==> src/rtl/addr8u_pkg.sv <==
// Shared types and widths for the redundant adder sequencer.
package addr8u_pkg;
    localparam int OP_W  = 8;
    localparam int SUM_W = 9;

    typedef enum logic [2:0] {
        IDLE = 3'd0,
        P0   = 3'd1,
        P1   = 3'd2,
        P2   = 3'd3,
        DONE = 3'd4
    } state_t;
endpackage

==> src/rtl/addr8u_redundant_seq_if.sv <==
// Requester, adder and result signals of the sequencer, bundled as one bus.
interface addr8u_redundant_seq_if #(
    parameter int FAULT_CNT_W = 8
);
    import addr8u_pkg::*;

    logic                   in_valid;
    logic                   in_ready;
    logic [OP_W-1:0]        in_a;
    logic [OP_W-1:0]        in_b;
    logic [OP_W-1:0]        add_a;
    logic [OP_W-1:0]        add_b;
    logic [SUM_W-1:0]       add_sum;
    logic                   out_valid;
    logic                   out_ready;
    logic [SUM_W-1:0]       out_sum;
    logic                   out_err;
    logic                   out_uncorr;
    logic [FAULT_CNT_W-1:0] fault_cnt;
    logic                   busy;

    modport slave (
        input  in_valid, in_a, in_b, add_sum, out_ready,
        output in_ready, add_a, add_b, out_valid, out_sum, out_err,
               out_uncorr, fault_cnt, busy
    );

    modport master (
        output in_valid, in_a, in_b, add_sum, out_ready,
        input  in_ready, add_a, add_b, out_valid, out_sum, out_err,
               out_uncorr, fault_cnt, busy
    );
endinterface

==> src/rtl/addr8u_vote3.sv <==
// Combinational 3-way majority over three 9-bit pass results.
module addr8u_vote3
    import addr8u_pkg::*;
(
    input  logic [SUM_W-1:0] i_r0,
    input  logic [SUM_W-1:0] i_r1,
    input  logic [SUM_W-1:0] i_r2,
    output logic [SUM_W-1:0] o_sum,
    output logic             o_err,
    output logic             o_uncorr
);
    always_comb begin
        o_sum    = i_r2;
        o_err    = 1'b1;
        o_uncorr = 1'b1;
        if ((i_r0 == i_r1) && (i_r1 == i_r2)) begin
            o_sum    = i_r0;
            o_err    = 1'b0;
            o_uncorr = 1'b0;
        end else if ((i_r0 == i_r1) || (i_r0 == i_r2)) begin
            o_sum    = i_r0;
            o_uncorr = 1'b0;
        end else if (i_r1 == i_r2) begin
            o_sum    = i_r1;
            o_uncorr = 1'b0;
        end
    end
endmodule

==> src/rtl/addr8u_redundant_seq.sv <==
// Time-redundancy sequencer: runs one operand pair through an external adder
// 2 or 3 times (pass 1 swapped), votes the results and counts faulty outputs.
module addr8u_redundant_seq
    import addr8u_pkg::*;
#(
    parameter int N_PASS      = 3,
    parameter int EARLY_EXIT  = 1,
    parameter int FAULT_CNT_W = 8
) (
    input  logic                    clk,
    input  logic                    rst,
    addr8u_redundant_seq_if.slave   bus
);
    state_t                 r_state, w_next;
    logic [OP_W-1:0]        r_add_a, r_add_b, w_add_a, w_add_b;
    logic [SUM_W-1:0]       r_r0, r_r1, r_r2;
    logic [SUM_W-1:0]       r_out_sum;
    logic                   r_out_err, r_out_uncorr;
    logic [FAULT_CNT_W-1:0] r_fault_cnt;
    logic [SUM_W-1:0]       w_v1, w_v2, w_sum;
    logic                   w_err, w_uncorr;

    // The vote is taken on the edge entering DONE, so the pass in flight is
    // read straight from add_sum; without a third pass r2 is tied to r0.
    assign w_v1 = (r_state == P1) ? bus.add_sum : r_r1;
    assign w_v2 = (r_state == P2) ? bus.add_sum : r_r0;

    addr8u_vote3 u_vote (
        .i_r0     (r_r0),
        .i_r1     (w_v1),
        .i_r2     (w_v2),
        .o_sum    (w_sum),
        .o_err    (w_err),
        .o_uncorr (w_uncorr)
    );

    always_comb begin
        w_next  = r_state;
        w_add_a = r_add_a;
        w_add_b = r_add_b;
        case (r_state)
            IDLE: if (bus.in_valid) begin
                w_next  = P0;
                w_add_a = bus.in_a;
                w_add_b = bus.in_b;
            end
            P0: begin
                w_next  = P1;
                w_add_a = r_add_b;
                w_add_b = r_add_a;
            end
            P1: begin
                if (N_PASS == 2 || (EARLY_EXIT != 0 && bus.add_sum == r_r0)) begin
                    w_next  = DONE;
                    w_add_a = '0;
                    w_add_b = '0;
                end else begin
                    w_next  = P2;
                    w_add_a = r_add_b;
                    w_add_b = r_add_a;
                end
            end
            P2: begin
                w_next  = DONE;
                w_add_a = '0;
                w_add_b = '0;
            end
            DONE: if (bus.out_ready) w_next = IDLE;
            default: begin
                w_next  = IDLE;
                w_add_a = '0;
                w_add_b = '0;
            end
        endcase
    end

    always_ff @(posedge clk) begin
        if (rst) begin
            r_state      <= IDLE;
            r_add_a      <= '0;
            r_add_b      <= '0;
            r_r0         <= '0;
            r_r1         <= '0;
            r_r2         <= '0;
            r_out_sum    <= '0;
            r_out_err    <= 1'b0;
            r_out_uncorr <= 1'b0;
            r_fault_cnt  <= '0;
        end else begin
            r_state <= w_next;
            r_add_a <= w_add_a;
            r_add_b <= w_add_b;
            if (r_state == P0) r_r0 <= bus.add_sum;
            if (r_state == P1) r_r1 <= bus.add_sum;
            if (r_state == P2) r_r2 <= bus.add_sum;
            if (w_next == DONE && r_state != DONE) begin
                r_out_sum    <= w_sum;
                r_out_err    <= w_err;
                r_out_uncorr <= (N_PASS == 2) ? w_err : w_uncorr;
            end
            if (r_state == DONE && bus.out_ready && r_out_err && r_fault_cnt != '1)
                r_fault_cnt <= r_fault_cnt + 1'b1;
        end
    end

    assign bus.in_ready   = (r_state == IDLE);
    assign bus.busy       = (r_state != IDLE);
    assign bus.out_valid  = (r_state == DONE);
    assign bus.add_a      = r_add_a;
    assign bus.add_b      = r_add_b;
    assign bus.out_sum    = r_out_sum;
    assign bus.out_err    = r_out_err;
    assign bus.out_uncorr = r_out_uncorr;
    assign bus.fault_cnt  = r_fault_cnt;
endmodule

==> src/flat_wrapper.sv <==
// flat-port wrapper written by rule: the top's interface ports become plain ports
module addr8u_redundant_seq_flat import addr8u_pkg::*;
#(
    parameter int N_PASS      = 3,
    parameter int EARLY_EXIT  = 1,
    parameter int FAULT_CNT_W = 8
)
  (clk, rst, bus_in_valid, bus_in_a, bus_in_b, bus_add_sum, bus_out_ready, bus_in_ready, bus_add_a, bus_add_b, bus_out_valid, bus_out_sum, bus_out_err, bus_out_uncorr, bus_fault_cnt, bus_busy);
  addr8u_redundant_seq_if #(.FAULT_CNT_W(FAULT_CNT_W)) bus_i ();
  input  logic clk;
  input  logic rst;
  input wire logic [$bits(bus_i.in_valid)-1:0] bus_in_valid;
  input wire logic [$bits(bus_i.in_a)-1:0] bus_in_a;
  input wire logic [$bits(bus_i.in_b)-1:0] bus_in_b;
  input wire logic [$bits(bus_i.add_sum)-1:0] bus_add_sum;
  input wire logic [$bits(bus_i.out_ready)-1:0] bus_out_ready;
  output wire logic [$bits(bus_i.in_ready)-1:0] bus_in_ready;
  output wire logic [$bits(bus_i.add_a)-1:0] bus_add_a;
  output wire logic [$bits(bus_i.add_b)-1:0] bus_add_b;
  output wire logic [$bits(bus_i.out_valid)-1:0] bus_out_valid;
  output wire logic [$bits(bus_i.out_sum)-1:0] bus_out_sum;
  output wire logic [$bits(bus_i.out_err)-1:0] bus_out_err;
  output wire logic [$bits(bus_i.out_uncorr)-1:0] bus_out_uncorr;
  output wire logic [$bits(bus_i.fault_cnt)-1:0] bus_fault_cnt;
  output wire logic [$bits(bus_i.busy)-1:0] bus_busy;
  assign bus_i.in_valid = bus_in_valid;
  assign bus_i.in_a = bus_in_a;
  assign bus_i.in_b = bus_in_b;
  assign bus_i.add_sum = bus_add_sum;
  assign bus_i.out_ready = bus_out_ready;
  assign bus_in_ready = bus_i.in_ready;
  assign bus_add_a = bus_i.add_a;
  assign bus_add_b = bus_i.add_b;
  assign bus_out_valid = bus_i.out_valid;
  assign bus_out_sum = bus_i.out_sum;
  assign bus_out_err = bus_i.out_err;
  assign bus_out_uncorr = bus_i.out_uncorr;
  assign bus_fault_cnt = bus_i.fault_cnt;
  assign bus_busy = bus_i.busy;
  addr8u_redundant_seq #(.N_PASS(N_PASS), .EARLY_EXIT(EARLY_EXIT), .FAULT_CNT_W(FAULT_CNT_W)) u_core (.clk(clk), .rst(rst), .bus(bus_i));
endmodule
==> config.mk <==
export PLATFORM = sky130hd
export DESIGN_NAME = addr8u_redundant_seq_flat
export DESIGN_NICKNAME = d
export VERILOG_FILES = /design/src/rtl/addr8u_pkg.sv /design/src/rtl/addr8u_redundant_seq_if.sv /design/src/rtl/addr8u_vote3.sv /design/src/rtl/addr8u_redundant_seq.sv /design/src/flat_wrapper.sv
export SDC_FILE = /design/constraint.sdc
export NUM_CORES = 1
export LEC_CHECK = 0
export CAP_MARGIN = 20
export CORE_MARGIN = 2
export CORE_UTILIZATION = 53
export DETAILED_ROUTE_END_ITERATION = 10
export PLACE_DENSITY = 0.83
export SETUP_SLACK_MARGIN = 0.15
export SYNTH_ARGS = -nofsm -noshare
export SYNTH_HDL_FRONTEND = slang
export SYNTH_SLANG_ARGS = --single-unit
==> constraint.sdc <==
create_clock -name clk -period 6.1 [get_ports clk]
set_input_delay 1.525 -clock clk [delete_from_list [all_inputs] [get_ports clk]]
set_output_delay 1.525 -clock clk [all_outputs]
set_load 0.02 [all_outputs]
Word-level counts from Yosys, hierarchy flattened
Cells that the tools add are included.
- flip-flop bits (word level): 56
- output and inout bits: 38
- bits of input ports: 29
- logic and storage cells: 51
- reductions and logical operators: 9
- bitwise gates (word level): 1
- multiplexer cells: 19
- eq/ne operators: 12
- add/subtract/negate cells: 1
- operators with widths (cell ; number):
    $pmux 8 s4 ; 2
    $mux 9 ; 5
    $eq 9x9->1 ; 4
    $mux 8 ; 4
    $pmux 3 s5 ; 1
    $mux 3 ; 3
    $add 8x1->8 const B ; 1
    $ne 8x8->1 const B ; 1
    $eq 3x2->1 const B ; 2
    $eq 3x3->1 const B ; 2
    $logic_and 1x1->1 ; 5
    $mux 1 ; 4
    $eq 3x1->1 const B ; 1
    $logic_not 3->1 ; 1
    $ne 3x3->1 const B ; 1
    $reduce_bool 3->1 ; 1
    $ne 2x2->1 const B ; 1
    $reduce_and 2->1 ; 1
    $logic_or 1x1->1 ; 1
    $not 1->1 ; 1

Logic depth before layout (Yosys ltp)
- depth after elaboration: 6
- gate-level depth with buffers: 9
- gate-level depth less buffers: 7

Modules after synthesis
Synthesis repeated with hierarchy kept, for this count alone.
- cells, all modules: 315
- area, all modules: 3001.6 um^2
- modules (own cells, without submodules) (module ; cells each ; area each (um^2) ; seq. area each (um^2) ; times used):
    addr8u_redundant_seq ; 267 ; 2582.5 ; 1121.1 ; 1
    addr8u_vote3 ; 48 ; 419.2 ; 0.0 ; 1

Worst setup path before layout
Ideal clock, no wire load.
- kind: in2reg
- start point: in bus_add_sum[7]
- end point: reg u_core.r_add_a[7], in the netlist u_core.bus.add_a[7]
- path buffers: 3
- required time: 5.978 ns
- data arrival time: 2.971 ns
- setup time: 0.122 ns
- slack: 3.006 ns
- cell stages on the path: 9
- cell sequence: clkbuf_1 xnor2_1 nand4_1 or4_4 a21oi_1 or2_1 buf_4 buf_4 o21ai_1
- word-level cells in the longest chain between the ends: 3
- RTL lines (what ; line ; RTL):
    start: declaration ; flat_wrapper.sv:15 ; input wire logic [$bits(bus_i.add_sum)-1:0] bus_add_sum;
    $eq 9x9->1 ; addr8u_redundant_seq.sv:53 ; if (N_PASS == 2 || (EARLY_EXIT != 0 && bus.add_sum == r_r0)) begin
    $mux 8 ; addr8u_redundant_seq.sv:53 ;
    $pmux 8 s4 ; addr8u_redundant_seq.sv:41 ; case (r_state)
    end signal: assignment ; addr8u_redundant_seq.sv:91 ; r_add_a <= w_add_a;
    end: declaration ; addr8u_redundant_seq.sv:15 ; logic [OP_W-1:0] r_add_a, r_add_b, w_add_a, w_add_b;
Every way passes these cells.
A chain may end at the register's enable or synchronous reset.

Worst setup path in the final report
- start point: reg u_core.r_state[0]
- end point: out bus_in_ready
- word-level cells in the longest chain between the ends: 1
- RTL lines (what ; line ; RTL):
    start: declaration ; addr8u_redundant_seq.sv:14 ; state_t r_state, w_next;
    start signal: assignment ; addr8u_redundant_seq.sv:90 ; r_state <= w_next;
    $logic_not 3->1 ; addr8u_redundant_seq.sv:106 ; assign bus.in_ready = (r_state == IDLE);
    end: declaration ; flat_wrapper.sv:17 ; output wire logic [$bits(bus_i.in_ready)-1:0] bus_in_ready;
Every way passes these cells.

==> results.json <==
{
  "status": "completed",
  "rsz0062_at_grt": "false",
  "finalHoldViolations": 0,
  "drt_pass1_iterations": 4,
  "ant_nets": 0,
  "syn_nets": 343,
  "drt_iter0_drc": 135,
  "die_area_um2": 5918,
  "layout_commonest_cell": "clkdlybuf4s50_1",
  "hold_buffers": 0,
  "overflow": 0,
  "max_freq_mhz": 275.7,
  "synth_top_area_frac": 0.3977,
  "fin_nets": 400,
  "n_antenna_cell": 0,
  "cp_data_arrival_time_ns": 2.10,
  "avgRoutedWirePerCell_um": 14.77,
  "slew_viol_final": 0,
  "clockRootBuffer": "clkbuf_8",
  "postCtsResizedCells": 0,
  "syn_avg_cell_area_um2": 9.006,
  "most-common-layout-cells": "clkdlybuf4s50_1, dfxtp_1, mux2i_1",
  "startpoint": "u_core.r_state[0]",
  "drt-vias-per-instance": 5.431,
  "clk_latency_ns": 0.31,
  "grt_pass1_wl_um": 10870,
  "drc": 0,
  "tns_ns": 0,
  "routabilityCongestion": 0.8461,
  "clock_sinks": 56,
  "worst_setup_path_start_kind": "flip-flop",
  "whs_path_depth": 2,
  "yosysWarnings": 0,
  "stdcell_count": 441,
  "grt_pass1_vias": 2265,
  "ys_types": 40,
  "netlist_instances": 313,
  "antenna_found_initial": 0,
  "syn2layout_area_growth_pct": 27.70,
  "finalCriticalPeriod_ns": 3.627,
  "routed-via-count": 2395,
  "async_flop_share": 0,
  "grt_max_degree": 36,
  "p_leak_nw": 1.244,
  "core_area_um2": 5107,
  "post_synth_instance_area_um2": 2819,
  "numCtsBuffers": 5,
  "ys_seq_area_frac": 0.3977,
  "drive_above_1_share": 0.05660,
  "slew_headroom": 0.4545,
  "r2r-start": "u_core.r_state[0]",
  "hpwl_um": 4635,
  "fin_skew_ns": 0.01031,
  "track_usage": 0.2253,
  "start_util": 0.5519,
  "die_w_um": 76.93,
  "max_slew.worst_pin.slew_ns": 0.8171,
  "fill_cells": 415,
  "clk_pin_slew_worst_paths_ns": 0.10,
  "peakVddDrop_uv": 163.7,
  "dp.cells": 432,
  "post-route-period-util": 0.5946,
  "power_density_nw_per_um2": 233.5,
  "worstHoldStart": "u_core.bus.add_b[6]",
  "routed_wl_um": 6515,
  "drv_cap": 0,
  "crit_type": "reg -> out",
  "post-cts-setup-buffers": 0,
  "synth_largest_area_cell": "dfxtp_1",
  "clk_path_buf_depth": 2,
  "crit_path_end_kind": "primary output",
  "synth-seq-cells": 56,
  "required_ns": 4.58,
  "die_h_um": 76.93,
  "synth_edf_count": 0,
  "ioPinCount": 67,
  "power_uw": 840.4,
  "synth_flop_cell": "dfxtp_1",
  "synthTopCellsByArea": "dfxtp_1, mux2i_1, xnor2_1",
  "tritoncts": "built",
  "portBuffers": 66,
  "htree_levels": 2,
  "setup_viol": 0,
  "hp-class": "reg -> reg",
  "rows": 26,
  "r2r_cells": 6,
  "cp_max_fo": 16
}
flip-flops by register name, indices dropped and copies added, names as in the netlist:
register / cells
u_core.r_state: 3
u_core.r_r1: 9
u_core.bus.add_a: 8
u_core.bus.add_b: 8
u_core.bus.out_sum: 9
u_core.bus.fault_cnt: 8
u_core.bus.out_uncorr: 1
u_core.bus.out_err: 1
u_core.r_r0: 9
per-layer routing:
metal,up-vias,part of all wire,GRT usage
met5,-,0,0
met1,1101,0.46,0.3075
met4,0,0.025,0.09455
li1,1203,-,-
met3,16,0.052,0.04353
met2,75,0.46,0.3482
logic make-up (layout without fill, tap and decap cells):
kind of cell	count (synthesis)	in the layout	share of synthesized area
compound gates	65	65	0.1585
xor+xnor	30	30	0.09321
fa+ha+maj	1	1	0.004438
buf+inv	46	104	0.07057
flops	56	56	0.3977
mux	37	37	0.1314
simple gates	78	78	0.1443
layout make-up:
class                   instances  area (um^2)  area share
clock buffers                   6        82.58     0.02294
multi-input cells             211         1499      0.4164
clock inverters                 2        13.76    0.003823
repair buffers                 71        701.9      0.1950
well taps                      70        87.58     0.02433
inverters                      25        93.84     0.02607
flip-flops and latches         56         1121      0.3114
final timing paths:
kind / endpoint / slack [ns]
max reg2reg: u_core.bus.add_a[5] / 3.41
min reg2reg: u_core.bus.add_a[6] / 0.47
min: u_core.bus.add_a[6] / 0.47
max: bus_in_ready / 2.47
worst max-delay path, cell delays in order (launching register included):
cell,delay [ns]
dfxtp_1,0.58
or3_1,0.49
inv_1,0.11
clkdlybuf4s50_1,0.61
cell usage after synthesis, types with 2 or more instances:
cell / count
nand2_1: 5
nor2_1: 34
nor4_1: 4
nand2b_1: 3
xor2_1: 14
inv_1: 24
xnor2_1: 16
mux2i_1: 37
nor2b_1: 9
nand3_1: 3
nand4_1: 7
o21ai_1: 16
o2111a_1: 2
buf_2: 3
or3_1: 3
a21oi_1: 11
o21ai_0: 2
nor3_1: 2
clkbuf_1: 12
o2bb2ai_1: 10
nor3b_2: 2
buf_4: 4
o22ai_1: 2
dfxtp_1: 56
a22oi_1: 17
per-stage QoR:
step | setup slack, ns | util | cell area (um^2) | hold WS (ns)
after floorplan | 3.006 | - | 2819 | 0.4884
after global placement | 2.281 | 0.6837 | 3492 | 0.4529
after detailed placement | 2.209 | 0.6837 | 3492 | 0.4472
after CTS | 2.458 | 0.7026 | 3588 | 0.4742
after global routing | 2.365 | 0.7048 | 3600 | 0.4961
final | 2.473 | 0.7048 | 3600 | 0.4722
report_power, final:
part	internal (mW)	switching [mW]	leakage (nW)
Clock	0.0931	0.122	0.0516
Sequential	0.387	0.0289	0.455
Combinational	0.103	0.106	0.737
Total	0.583	0.257	1.24
(Power assumes the default switching activity.)
